===== src/rtl/brcomp_seq.sv =====
// Multi-cycle branch comparator: walks the operands CHUNK bits per cycle from the
// MSB end, stops at the first differing chunk and resolves less/equal/taken.
module brcomp_seq #(
   parameter int WIDTH = 32,
   parameter int CHUNK = 8
) (
   input  logic             clk_i,
   input  logic             rst_i,
   input  logic             flush_i,
   input  logic             req_valid_i,
   output logic             req_ready_o,
   input  logic [WIDTH-1:0] operand_a_i,
   input  logic [WIDTH-1:0] operand_b_i,
   input  logic             br_unsigned_i,
   input  logic [2:0]       funct3_i,
   output logic             rsp_valid_o,
   input  logic             rsp_ready_i,
   output logic             br_less_o,
   output logic             br_equal_o,
   output logic             br_taken_o,
   output logic             busy_o
);

   localparam int NUM_CHUNKS = WIDTH / CHUNK;
   localparam int IDX_W      = (NUM_CHUNKS > 1) ? $clog2(NUM_CHUNKS) : 1;

   generate
      if ((CHUNK < 1) || (WIDTH % CHUNK != 0)) begin : g_bad_chunk
         $error("brcomp_seq: CHUNK must be a positive divisor of WIDTH");
      end
   endgenerate

   typedef enum logic [1:0] {IDLE, CMP, DONE} state_t;

   state_t             state_reg, state_next;
   logic [WIDTH-1:0]   a_reg, b_reg;
   logic [WIDTH-1:0]   a_in, b_in;
   logic [2:0]         funct3_reg;
   logic [IDX_W-1:0]   idx_reg, idx_next;
   logic               less_reg, less_next;
   logic               equal_reg, equal_next;
   logic               taken_reg, taken_next;
   logic               accept;
   logic [CHUNK-1:0]   a_chunks [NUM_CHUNKS];
   logic [CHUNK-1:0]   b_chunks [NUM_CHUNKS];
   logic [CHUNK-1:0]   a_cur, b_cur;

   generate
      for (genvar gi = 0; gi < NUM_CHUNKS; gi++) begin : g_chunk
         assign a_chunks[gi] = a_reg[gi*CHUNK +: CHUNK];
         assign b_chunks[gi] = b_reg[gi*CHUNK +: CHUNK];
      end
   endgenerate

   assign a_cur = a_chunks[idx_reg];
   assign b_cur = b_chunks[idx_reg];

   function automatic logic taken_of(input logic [2:0] f3, input logic lt, input logic eq);
      case (f3)
         3'b000:          return eq;
         3'b001:          return !eq;
         3'b100, 3'b110:  return lt;
         3'b101, 3'b111:  return !lt;
         default:         return 1'b0;
      endcase
   endfunction

   assign req_ready_o = (state_reg == IDLE) && !flush_i && !rst_i;
   assign accept      = req_valid_i && req_ready_o;
   assign rsp_valid_o = (state_reg == DONE);
   assign busy_o      = (state_reg != IDLE);
   assign br_less_o   = less_reg;
   assign br_equal_o  = equal_reg;
   assign br_taken_o  = taken_reg;

   // Flipping the sign bit of both operands maps two's-complement order onto unsigned order.
   always_comb begin
      a_in = operand_a_i;
      b_in = operand_b_i;
      a_in[WIDTH-1] = operand_a_i[WIDTH-1] ^ !br_unsigned_i;
      b_in[WIDTH-1] = operand_b_i[WIDTH-1] ^ !br_unsigned_i;
   end

   always_comb begin
      state_next = state_reg;
      idx_next   = idx_reg;
      less_next  = less_reg;
      equal_next = equal_reg;
      taken_next = taken_reg;
      unique case (state_reg)
         IDLE: begin
            if (accept) begin
               state_next = CMP;
               idx_next   = IDX_W'(NUM_CHUNKS - 1);
            end
         end
         CMP: begin
            if (a_cur != b_cur) begin
               less_next  = (a_cur < b_cur);
               equal_next = 1'b0;
               taken_next = taken_of(funct3_reg, a_cur < b_cur, 1'b0);
               state_next = DONE;
            end else if (idx_reg == '0) begin
               less_next  = 1'b0;
               equal_next = 1'b1;
               taken_next = taken_of(funct3_reg, 1'b0, 1'b1);
               state_next = DONE;
            end else begin
               idx_next = idx_reg - IDX_W'(1);
            end
         end
         DONE: begin
            if (rsp_ready_i) begin
               state_next = IDLE;
            end
         end
         default: state_next = IDLE;
      endcase
      // A flush drops the operation and leaves the last published result untouched.
      if (flush_i) begin
         state_next = IDLE;
         less_next  = less_reg;
         equal_next = equal_reg;
         taken_next = taken_reg;
      end
   end

   always_ff @(posedge clk_i) begin
      if (rst_i) begin
         state_reg <= IDLE;
         idx_reg   <= '0;
         less_reg  <= 1'b0;
         equal_reg <= 1'b0;
         taken_reg <= 1'b0;
      end else begin
         state_reg <= state_next;
         idx_reg   <= idx_next;
         less_reg  <= less_next;
         equal_reg <= equal_next;
         taken_reg <= taken_next;
      end
   end

   always_ff @(posedge clk_i) begin
      if (accept) begin
         a_reg      <= a_in;
         b_reg      <= b_in;
         funct3_reg <= funct3_i;
      end
   end

endmodule


===== config.mk =====
export PLATFORM = sky130hd
export DESIGN_NAME = brcomp_seq
export DESIGN_NICKNAME = d
export VERILOG_FILES = /design/src/rtl/brcomp_seq.sv
export SDC_FILE = /design/constraint.sdc
export NUM_CORES = 1
export LEC_CHECK = 0
export BUFFER_PORTS_ARGS = -buffer_cell sky130_fd_sc_hd__buf_2
export CAP_MARGIN = 15
export CORE_UTILIZATION = 45
export CTS_CLUSTER_DIAMETER = 100
export DETAILED_ROUTE_END_ITERATION = 10
export PLACE_DENSITY = 0.8
export SYNTH_ARGS = -nofsm -noshare
export SYNTH_HDL_FRONTEND = slang
export SYNTH_SLANG_ARGS = --single-unit

===== constraint.sdc =====
create_clock -name clk_i -period 6.15 [get_ports clk_i]
set_input_delay 0.9225 -clock clk_i [delete_from_list [all_inputs] [get_ports clk_i]]
set_output_delay 0.9225 -clock clk_i [all_outputs]
set_load 0.02 [all_outputs]

* Word level (Yosys, flattened, before mapping)
Cells that the tools add are included.
Word-level totals: output and inout bits 6, word-level logic and storage cells 71, bits in registers 74, input bits 73
Cells by class: add/sub/neg operators 1, equal/unequal tests 13, reduce and logical (&&, ||, !) cells 20, multiplexer cells 23, bitwise logic cells 4, order comparisons 2
Operators by type and width (count):
- binary-select mux 8 bit (select 2 bit) | 2
- 2-to-1 mux 8 bit | 4
- 2-to-1 mux 2 bit | 7
- == test 3 bit, second input constant | 4
- < comparator 8 bit | 1
- inequality test 8 bit | 1
- 2-to-1 mux 1 bit | 7
- inequality test 2 bit, second input constant | 3
- one-hot mux 2 bit (3 select lines) | 1
- AND reduction 3 bit | 2
- nonzero test 2 bit | 3
- OR reduction 2 bit | 3
- zero test 1 bit | 4
- zero test 2 bit | 2
- one-hot mux 2 bit (2 select lines) | 1
- AND reduction 4 bit | 1
- == test 3 x 1 -> 1 bit, second input constant | 1
- >= comparator 3 bit, second input constant | 1
- logical AND 1 bit | 3
- zero test 3 bit | 1
- inequality test 3 bit, second input constant | 1
- inverter 2 -> 3 bit | 1
- one-hot mux 1 bit (3 select lines) | 1
- OR reduction 3 bit | 1
- 6 further kinds | 7

* Logic depth before layout (Yosys ltp)
depth in word-level cells 8, mapped depth 9, gate-level depth less buffers 8

* Worst setup path before layout
No wires, ideal clock.
path kind input to register, from in rst_i, to reg idx_reg[1], stages 6, path buffers 1, required time 6.084 ns, arrival time 2.447 ns, setup time 0.066 ns, slack 3.637 ns, path through buf_2 > nor4_4 > and2_4 > a21oi_2 > a21o_1 > a21oi_2
On the way: cells in the longest elaborated chain, start to end 5
RTL lines:
- start: declaration | RTL line 8 | input logic rst_i,
- zero test 1 bit | RTL line 68 | assign req_ready_o = (state_reg == IDLE) && !flush_i && !rst_i;
- logical AND 1 bit | RTL line 68
- named net req_ready_o | RTL line 11 | output logic req_ready_o,
- logical AND 1 bit | RTL line 69 | assign accept = req_valid_i && req_ready_o;
- named net accept | RTL line 43 | logic accept;
- inequality test 2 bit (no source line)
- AND reduction 4 bit (no source line)
- end signal: assignment | RTL line 137 | idx_reg <= idx_next;
- end: declaration | RTL line 39 | logic [IDX_W-1:0] idx_reg, idx_next;
The timed path passes the listed nets, and every way through them passes these cells. A chain may end at the register's enable or synchronous reset.

* Final worst setup path
from reg idx_reg[1], to reg idx_reg[1]
On the way: cells in the longest elaborated chain, start to end 7, elaborated cells between the ends (all ways) 16, classes of those cells add/sub (1); eq/ne (3); mux (9); bitwise (1); reduce/logical (2)
RTL lines:
- inverter 2 -> 3 bit (implied by the code) | RTL line 55, 56
- binary-select mux 8 bit (select 2 bit) (on tied branches) | RTL line 55, 56
- 2-to-1 mux 8 bit (on tied branches) (2 in series) | RTL line 55, 56
- inequality test 8 bit | RTL line 98 | if (a_cur != b_cur) begin
- inequality test 2 bit (no source line)
- AND reduction 4 bit (no source line)
Several ways; a longest one is shown, not always the timed one. The select of a mux whose other input is x is not followed.

==> out/qor.txt <==
Slew Limit Fails - 0
Synth unique cells - 34
Vias in the first global route - 1700
Int Power - 0.000752 W
Cells after Synth - 167
Leading cell type in the layout, fill and taps excluded - buf_2
CP Data Arrival Time - 2880 ps
Vias/cell - 5.09
Reg-to-reg setup timing slack - 3540 ps
FF-to-FF path depth - 7
Top-area cell type share of the netlist area - 66.3%
Sequential share of power - 59.3%
Max-slew headroom - 44.4%
I/O pin cnt - 79
Starting Density - 47.3%
Period utilization - 42.4%
DRC Markers - 8
CP startpoint - idx_reg[1]
Final Hold Viols - 0
Finished Core Util - 57.0%
Post-synthesis sequential area ratio - 70.9%
Routed vias - 1701
Worst Path Max Fanout - 18
Failing checks - DRC
Cell taking the most area after synthesis - edfxtp_1
Core area - 6420 um2
First DRT Iteration DRCs - 56
Critical Path Start Type - flip-flop
LEAKAGE - 1.40 nW
Worst-path clk slew - 70 ps
Final Skew - 5.30 ps
Max VDD drop - 162 uV
Layout Nets - 334
CTS buffer count - 9
Post-Route WL - 4.83 mm
Reg2reg end - idx_reg[1]
Yosys warnings - 0
Worst hold path depth - 2
Depth of the CTS H-tree - 3
Clk pwr share - 32.5%
Routability Congestion - 0.757
Die Height - 84.1 um
Met2 GRT Util - 23.9%
Clk sinks - 74
CP Class - flip-flop to flip-flop
Final Setup Violations - 0
Setup Slack @ Placement - 3510 ps
Commonest non-fill, non-tap cells in the layout - 78 x buf_2, 67 x edfxtp_1, 16 x mux4_2
Multi-input logic area - 805 um2
Root Driver - clkbuf_8
Status - complete, but fails checks
Fmax - 383 MHz
Fill count - 486
Drt wl/cell - 14.5 um
Die area - 7080 um2
Avg Cell Area, Syn - 18.2 um2
Least-Margin Pin Slew - 835 ps
Row count - 29
IO Port Bufs - 78
Hold path endpoint - br_equal_o
Hold_buf cts - 0
Power per Cell Area - 263 nW/um2
Initial antenna violation count - 0
Class of the worst hold path - flip-flop to flip-flop
First-pass GRT wire length - 7.84 mm
Total gr overflow - 0
Worst Setup End Kind - flip-flop
Worst r2r src - idx_reg[1]
Top post-synthesis cells by area - edfxtp_1 66%, mux4_2 12%, dfxtp_1 4.6%
Combinational share of power - 8.2%
Sw frac - 21.9%
Setup_tns - 0 ps
Gr busiest metal - met2
Syn Nets - 249
Final Worst Setup Slack - 3540 ps
Max cap viols - 0
GRT Util Overall - 15.2%
RSZ-0062 raised after global routing - false
Clock insertion delay at the later pin of the skew report - 330 ps
Clock Tree Buf Depth - 2
Seq. cell area - 2150 um2
Syn Std Cell Area - 3040 um2
Post-route minimum period - 2610 ps
Hpwl dp - 3.42 mm
Switching power - 0.000211 W
Grt met1 use - 19.1%
TritonCTS clock tree - yes
N_diodes - 0
Area Growth Syn to Fin - 20.7%
Share of post-route cells with drive strength above 1 - 45.5%
# resized after CTS - 0
Hold_sp - br_equal_o
Met3 Track Usage GR - 3.64%
Pin count of the biggest net entering global routing - 69
Number of post-CTS setup repair buffers - 0
Data required, critical path - 6420 ps
DR pass1 iterations - 8
DRT antenna net count - 0
Die X - 84.1 um
Synth Register Bits - 74
Smallest hold slack - 530 ps
## final cells by class
cell class | instances | area share [%]
clock buffers | 11 | 3.59
flip-flops and latches | 74 | 58.8
multi-input cells | 75 | 22.0
clock inverters | 5 | 0.854
inverters | 13 | 1.33
repair buffers | 79 | 10.9
well taps | 77 | 2.63
## cells in the mapped netlist
cell      number
nor3_4         1
o21ai_0        3
or3_1          1
o31ai_1        1
o41ai_1        1
a21oi_1        7
nor2b_1        4
nor4_1         1
o21bai_1       1
nand4_1        2
nand2_1        4
or2_2          1
o211ai_1       1
nor3b_1        1
dfxtp_1        7
a21oi_2        2
and2_4         1
xnor2_1        2
ha_1           9
nor4_4         1
nand3_1        1
buf_2          3
buf_4          2
nor3_1         3
mux2i_1        1
o22ai_1        1
nor2_1         5
a21o_1         1
nand2b_2       1
inv_1         13
o31a_1         1
mux4_2        16
and2b_4        1
edfxtp_1      67
## worst max-delay path, stage by stage (launching register included)
cell	delay, ps
dfxtp_1	860
mux4_2	410
ha_1	330
nand4_1	200
nor3_4	290
a21oi_2	120
a21o_1	210
a21oi_2	120
## per-stage QoR
stage	total power (W)	area (um2)	instances
2_1_floorplan	0.000627	3040	167
3_3_place_gp	0.000660	3500	318
3_5_place_dp	0.000663	3500	318
4_1_cts	0.000975	3660	334
5_1_grt	0.00100	3660	334
6_report	0.000962	3660	334
## power by group through the flow
stage / Combinational [W] / Clock [W] / Sequential [W]
floorplan: 0.0000475 / 0 / 0.000579
global placement: 0.0000781 / 0 / 0.000582
detailed placement: 0.0000802 / 0 / 0.000583
CTS: 0.0000806 / 0.000323 / 0.000571
global route: 0.0000883 / 0.000341 / 0.000572
finish: 0.0000789 / 0.000313 / 0.000571
## routing by layer
metal  up-vias  part of all wire, %  wire length (um)
met1       801                   43              2090
met4         0                  2.9               138
met3        12                  5.1               246
met2        62                   49              2350
li1        826                    -                 -
met5         -                    0                 0
## cell families (layout without fill, tap and decap cells)
kind of cell	Yosys count	count (layout)	synth area share, %
muxes	17	17	12.2
xor gates and xnor gates	2	2	0.577
and+or+nand+nor	28	28	6.02
AOI/OAI and AO/OA	19	19	4.00
adders and majority gates	9	9	3.71
buffers and inverters	18	108	2.60
DFF	74	74	70.9
## worst max-delay path by stage
stage / end
detailed placement: idx_reg[1]
global placement: idx_reg[1]
finish: idx_reg[1]
floorplan: idx_reg[1]
CTS: idx_reg[1]
global route: idx_reg[1]
Power figures use the tool's default switching activity.
